File: src/rtl/tiny_dmem.sv
`default_nettype none
// ============================================================================
// Module  : tiny_dmem
// Purpose : Single-port data memory responder for LW/SW with configurable
//           wait states; optional LED register enabled by DMEM_MMIO_LED_EN.
// Revision: 1.0 - initial release
// ============================================================================
module tiny_dmem #(
  parameter int          DEPTH_WORDS = 64,
  parameter int          WAIT_STATES = 1,
  parameter logic [31:0] LED_ADDR    = 32'h0000_0100
) (
  input  logic        CLK,
  input  logic        RST_N,
  input  logic        req_valid,
  output logic        req_ready,
  input  logic        req_we,
  input  logic [31:0] req_addr,
  input  logic [31:0] req_wdata,
  input  logic [3:0]  req_be,
  output logic        rsp_valid,
  output logic [31:0] rsp_rdata,
  output logic        rsp_err,
  output logic [2:0]  led_rgb
);

  localparam int          c_idx_w     = (DEPTH_WORDS > 1) ? $clog2(DEPTH_WORDS) : 1;
  localparam logic [31:0] c_mem_bytes = 32'(DEPTH_WORDS * 4);
  localparam logic [3:0]  c_wait_init = 4'(WAIT_STATES - 1);
`ifdef DMEM_MMIO_LED_EN
  localparam logic        c_led_en    = 1'b1;
`else
  localparam logic        c_led_en    = 1'b0;
`endif

  typedef enum logic [1:0] {
    S_IDLE = 2'd0,
    S_WAIT = 2'd1,
    S_RESP = 2'd2
  } state_t;

  state_t      r_state;
  state_t      w_next;
  logic [3:0]  r_cnt;
  logic        r_we;
  logic [31:0] r_addr;
  logic [31:0] r_wdata;
  logic [3:0]  r_be;
  logic [31:0] r_mem [DEPTH_WORDS];

  logic               w_accept;
  logic               w_enter_resp;
  logic               w_we;
  logic [31:0]        w_addr;
  logic [31:0]        w_wdata;
  logic [3:0]         w_be;
  logic [c_idx_w-1:0] w_idx;
  logic               w_in_mem;
  logic               w_is_led;
  logic               w_err;
  logic               w_do_store;
  logic [2:0]         w_led;

  assign w_accept  = (r_state == S_IDLE) && req_valid;
  assign req_ready = (r_state == S_IDLE);
  assign rsp_valid = (r_state == S_RESP);

  always_comb begin
    w_next = r_state;
    case (r_state)
      S_IDLE: if (req_valid) w_next = (WAIT_STATES > 0) ? S_WAIT : S_RESP;
      S_WAIT: if (r_cnt == 4'd0) w_next = S_RESP;
      S_RESP: w_next = S_IDLE;
      default: w_next = S_IDLE;
    endcase
  end

  always_ff @(posedge CLK or negedge RST_N) begin
    if (!RST_N) begin
      r_state <= S_IDLE;
      r_cnt   <= 4'd0;
      r_we    <= 1'b0;
      r_addr  <= '0;
      r_wdata <= '0;
      r_be    <= '0;
    end else begin
      r_state <= w_next;
      if (w_accept) begin
        r_cnt   <= c_wait_init;
        r_we    <= req_we;
        r_addr  <= req_addr;
        r_wdata <= req_wdata;
        r_be    <= req_be;
      end else if (r_state == S_WAIT) begin
        r_cnt <= r_cnt - 4'd1;
      end
    end
  end

  // With zero wait states the access happens on the accept edge itself,
  // so the live request is used instead of the not-yet-latched copy.
  assign w_we    = (r_state == S_IDLE) ? req_we    : r_we;
  assign w_addr  = (r_state == S_IDLE) ? req_addr  : r_addr;
  assign w_wdata = (r_state == S_IDLE) ? req_wdata : r_wdata;
  assign w_be    = (r_state == S_IDLE) ? req_be    : r_be;

  assign w_idx        = w_addr[c_idx_w+1:2];
  assign w_in_mem     = (w_addr < c_mem_bytes);
  assign w_is_led     = c_led_en && (w_addr == LED_ADDR);
  assign w_err        = (w_addr[1:0] != 2'b00) || (!w_in_mem && !w_is_led);
  assign w_enter_resp = (w_next == S_RESP) && (r_state != S_RESP);
  // Reset is folded in so a request pending during reset never commits.
  assign w_do_store   = RST_N && w_enter_resp && w_we && !w_err;

  always_ff @(posedge CLK) begin
    if (w_do_store && w_in_mem) begin
      for (int b = 0; b < 4; b++) begin
        if (w_be[b]) r_mem[w_idx][8*b +: 8] <= w_wdata[8*b +: 8];
      end
    end
  end

  always_ff @(posedge CLK or negedge RST_N) begin
    if (!RST_N) begin
      rsp_rdata <= '0;
      rsp_err   <= 1'b0;
    end else if (w_enter_resp) begin
      rsp_err <= w_err;
      if (w_err || w_we) rsp_rdata <= '0;
      else if (w_is_led) rsp_rdata <= {29'b0, w_led};
      else               rsp_rdata <= r_mem[w_idx];
    end else begin
      rsp_rdata <= '0;
      rsp_err   <= 1'b0;
    end
  end

`ifdef DMEM_MMIO_LED_EN
  logic [2:0] r_led;

  always_ff @(posedge CLK or negedge RST_N) begin
    if (!RST_N) r_led <= 3'b000;
    else if (w_do_store && w_is_led && w_be[0]) r_led <= w_wdata[2:0];
  end

  assign w_led = r_led;
`else
  assign w_led = 3'b000;
`endif

  assign led_rgb = w_led;

endmodule
`default_nettype wire

File: config.mk
export PLATFORM = sky130hd
export DESIGN_NAME = tiny_dmem
export DESIGN_NICKNAME = d
export VERILOG_FILES = /design/src/rtl/tiny_dmem.sv
export SDC_FILE = /design/constraint.sdc
export NUM_CORES = 2
export LEC_CHECK = 0
export ABC_AREA = 0
export ABC_CLOCK_PERIOD_IN_PS = 10400
export BUFFER_PORTS_ARGS = -buffer_cell sky130_fd_sc_hd__buf_2
export CORE_MARGIN = 1.5
export CORE_UTILIZATION = 30
export DETAILED_ROUTE_END_ITERATION = 6
export REMOVE_ABC_BUFFERS = 1
export SLEW_MARGIN = 20
export SYNTH_ARGS = -nofsm -noshare
export SYNTH_HDL_FRONTEND = slang
export SYNTH_SLANG_ARGS = --single-unit
File: constraint.sdc
create_clock -name CLK -period 10.4 [get_ports CLK]
set_clock_uncertainty 0.15 [all_clocks]
set_input_delay 0.52 -clock CLK [delete_from_list [all_inputs] [get_ports CLK]]
set_output_delay 0.52 -clock CLK [all_outputs]
set_load 0.02 [all_outputs]
; Word level (Yosys, flattened, before mapping)
; Memories as Yosys holds them, arrays and structs flattened.
; Index checks and enable logic that the tools add are counted.
[totals]
mem_count = 1
inputBits = 72
word_cells = 53
ff_bits = 108
out_inout_bits = 38
ramBits = 2048
[memory_table]
columns = name, depth, word_bits, rd, rd_clocked_by_memory_dff, write_ports, line_no
row1 = r_mem, 64, 32, 1, 0, 1, 49  ; logic [31:0] r_mem [DEPTH_WORDS];
[op_classes]
n_addsub = 1
muxes = 24
eq_ne = 4
n_reduce_logical = 14
magnitude_cmp = 1
[ops]
columns = cell, count
row1 = 2-to-1 mux 32 bit, 4
row2 = less-than comparator 32 x 9 -> 1 bit (second input constant), 1
row3 = 2-to-1 mux 1 bit, 14
row4 = 2-to-1 mux 4 bit, 3
row5 = logical AND 1 bit, 6
row6 = == test 2 bit (second input constant), 2
row7 = logical NOT 4 bit, 1
row8 = 2-to-1 mux 2 bit, 2
row9 = one-hot mux 2 bit (2 select lines), 1
row10 = nonzero test 2 bit, 2
row11 = subtractor 4 x 1 -> 4 bit (second input constant), 1
row12 = == test 2 x 1 -> 1 bit (second input constant), 1
row13 = logical NOT 1 bit, 2
row14 = logical NOT 2 bit, 1
row15 = logical OR 1 bit, 2
row16 = inequality test 2 bit (second input constant), 1

; Longest topological paths before layout
[depth]
depth_word = 11
depth_mapped = 13
depth_no_buf = 9

; Least setup slack after synthesis
; No wires, ideal clock.
[synth_path]
kind = register -> register
start = register r_state[0]
end = memory r_mem[0][16] (enable)
period_less_slack_ps = 3269
slack_ps = 7131
path_stages_with_launch = 12
t_arrival_ps = 2736
required_ps = 9867
cell_sequence = dfrtp_1 -> buf_6 -> or2_0 -> buf_2 -> inv_2 -> buf_4 -> mux2i_1 -> nand2b_1 -> buf_2 -> buf_1 -> buf_1 -> nor3_1
[synth_between]
elab_chain_cells = 10
[synth_rtl]
columns = item, line_no
row1 = from (decl), 42  ; state_t r_state;
row2 = from (signal assigned), 87  ; r_state <= w_next;
row3 = logical NOT 2 bit (tied with other cells), --
row4 = 2-to-1 mux 32 bit / one-hot mux 2 bit (2 select lines) (equally long branches), "103, 70"
row5 = less-than comparator 32 x 9 -> 1 bit / == test 2 bit (equally long branches), "108, 111"
row6 = logical NOT 1 bit / logical AND 1 bit (equally long branches), "110, 111"
row7 = logical OR 1 bit / logical AND 1 bit (equally long branches), "110, 113"
row8 = logical NOT 1 bit / logical AND 1 bit (equally long branches), 113  ; assign w_do_store = RST_N && w_enter_resp && w_we && !w_err;
row9 = logical AND 1 bit, 113
row10 = logical AND 1 bit, 116  ; if (w_do_store && w_in_mem) begin
row11 = 2-to-1 mux 1 bit, 116
row12 = 2-to-1 mux 1 bit (implied by the code), 118  ; if (w_be[b]) r_mem[w_idx][8*b +: 8] <= w_wdata[8*b +: 8];
row13 = to (decl), 49
; Several ways; a longest one is shown, not always the timed one.

; Worst setup path in the final report
[layout_path]
start = register r_state[0]
end = memory r_mem[48][30] (enable)
; Same word-level chain as after synthesis.

==> impl_results.md <==
- # IOs: 110
- Crit start category: flip-flop
- Layout Cells excl Fill: 9,213
- Slew margin rel.: 0.160
- Yosys reg bits: 2,156
- Max FO, Critical Path: 64
- Measured slew at the worst slew-check pin: 1.26 ns
- Post-synth top flop: edfxtp_1
- Num CTS Buffers: 208
- Core Rows: 190
- DIE AREA: 274,000 µm²
- Initial Utilization: 0.302
- DRT antenna net count: 0
- Fin Hold WS: 0.101 ns
- Hold Crit Class: in -> async
- Critical path's slowest cell: nor3_1
- Final setup fails: 0
- Initial antenna violation count: 18
- Fin nets: 5,542
- Fin worst setup slack: 4.55 ns
- DRT Pass-1 Iters: 7
- DR WL met3: 32,600 µm
- WP data required: 10.72 ns
- Yosys cell types: 75
- Worst stage delay on the critical path: 1.18 ns
- GRT Overall Usage: 0.195
- Final Wtd Congestion: 0.896
- Drt via density: 5.75
- Global-route wire length before repair: 385,000 µm
- CTS root buffer: clkbuf_16
- Hold Vio Cnt, Final: 0
- Final clock period utilization by the worst path: 0.562
- Status: complete, no violations
- GRT overflow: 0
- Fmax achieved: 0.171 GHz
- Cell count after synthesis: 5,371
- DRT met1 WL: 102,000 µm
- Clock slew at reported path FFs: 0.06 ns
- Post-synthesis sequential area ratio: 0.790
- Worst Path Class, Setup: reg -> reg
- PD cells: 297 nW/µm²
- Maximum vdd drop: 0.325 mV
- DR vias: 53,000
- Cell chain of the critical path: or2_2 > buf_4 > inv_2 > buf_4 > nand4_1 > a211oi_2 > and3b_1 > nand2_4 > nor3_1
- Place WS: 4.74 ns
- Synth warn: 0
- Detailed Route WL: 276,000 µm
- Number of synthesized flops with an enable pin: 2,048
- Fin crit period: 5.85 ns
- Die H: 524 µm
- Most common cell after layout, fill and taps aside: edfxtp_1
- Count of buffers from port buffering: 106
- Top delay family on crit path: simple AND/OR/NAND/NOR gates
- CTS Hold Bufs: 70
- Area Growth Syn to Fin: 15.0%
- Initial DRC Count: 8,644
- Final HPWL DP: 156,000 µm
- H-tree depth: 4
- Max Slew Vio Count: 0
- Avg Cell Area, Syn: 15.1 µm²
- Most common cell on crit path: buf_4
- Resized Gates After CTS: 0
- Crit path buf inv count: 3
- Clock Sinks: 2,156
- Clock Latency Late Sink: 0.88 ns
- Share of layout cells above drive strength 1: 0.117
- CTS tree: built
- Post-synthesis cell area: 81,300 µm²
- Top-area cell type share of the netlist area: 0.756
- Arr. time, crit path: 6.17 ns
- Static leakage: 29.8 nW
- CP Capture Type: flip-flop
- CTS Buffer Depth: 3
- R2R Setup Slk: 4.55 ns
- Number of global-route vias before repair: 50,400
- Ranking of synthesized cells by area: edfxtp_1 76%, o22ai_1 5.4%, dfrtp_1 3.3%
- Largest net degree at the start of global routing: 111
- Synth async-reset ratio: 0.0501
- Final core occ: 0.348
- DRC violations left: 0
- Max Cap Viol: 0
- DR WL met2: 126,000 µm
- Total Negative Setup Slacks: 0 ns
- Most frequent cells in the layout: 2,048 x edfxtp_1, 703 x o22ai_1, 594 x nand2_1
- Leading area contributor after synthesis: edfxtp_1
- Placed cell count: 8,741
- Wirelength per Cell: 29.9 µm
- Core area: 269,000 µm²
- Post-CTS Setup Repair Bufs: 0
- Max layer used: met5
- Unrepaired setup endpoints after global routing: no
- Die width: 524 µm
-- cell usage after synthesis (all sizes together), types with 18 or more instances --
master	count
a21boi	18
a21oi	274
a31oi	66
and3	29
buf	246
clkbuf	138
dfrtp	108
edfxtp	2048
mux2i	25
nand2	649
nand3	44
nor2	290
nor3	263
nor4	137
o21ai	49
o221ai	18
o22ai	703
o41ai	23
or4	29
-- cell families after synthesis --
kind of cell | after synthesis | synth area share
AND/OR/NAND/NOR | 1503 | 0.0833
multiplexers | 32 | 0.00414
AO/OA/AOI/OAI | 1286 | 0.100
buffers and inverters | 392 | 0.0224
other | 1 | 0.0000461
adder cells (fa/ha/maj) | 1 | 0.000154
flip-flops | 2156 | 0.790
-- metal layers --
| metal | track usage | vias to the layer above |
|---|---|---|
| met4 | 0.0926 | 12 |
| li1 | - | 21500 |
| met3 | 0.0446 | 753 |
| met1 | 0.256 | 26700 |
| met5 | 0 | - |
| met2 | 0.306 | 4027 |
-- power breakdown --
group / leakage (nW) / total [mW] / switching, mW / internal, mW
registers: 19.9 / 11.5 / 0.118 / 11.4
clock network: 3.26 / 7.50 / 3.30 / 4.20
logic: 6.60 / 8.76 / 7.11 / 1.65
total: 29.8 / 27.7 / 10.5 / 17.2
-- metrics by stage --
step                area [µm²]  power [mW]
finish                   93500        27.7
global route             93500        28.3
CTS                      93200        27.5
detailed placement       85800        20.1
global placement         85800        20.1
floorplan                79500        15.6
-- registers in the layout, indices dropped and copies added (netlist names) --
signal / cells
r_wdata: 32
r_we: 1
rsp_err: 1
r_be: 4
r_state: 2
r_mem: 2048
r_addr: 32
rsp_rdata: 32
r_cnt: 4
-- area by class of cell --
class | instances | area [µm²]
Clock buffer | 283 | 5620
Timing Repair Buffer | 270 | 2070
Multi-Input combinational cell | 2825 | 16000
Clock inverter | 113 | 1120
Inverter | 8 | 30.0
Tap cell | 3552 | 4440
Fill cell | 25400 | 175000
Sequential cell | 2156 | 64200
Antenna cell | 6 | 15.0
-- path summary, 6_finish.rpt --
path                                  from            end  cells past startpoint
max in group asynchronous            RST_N     r_wdata[3]                      3
worst min-delay path                 RST_N     r_addr[21]                      2
worst min register to register  r_wdata[7]     r_wdata[7]                      2
worst max-delay path            r_state[0]  r_mem[48][30]                      9
min in group CLK                 req_valid     r_addr[17]                      4
worst max register to register  r_state[0]  r_mem[48][30]                      9
Note: power is estimated with default switching activity, not from simulation.
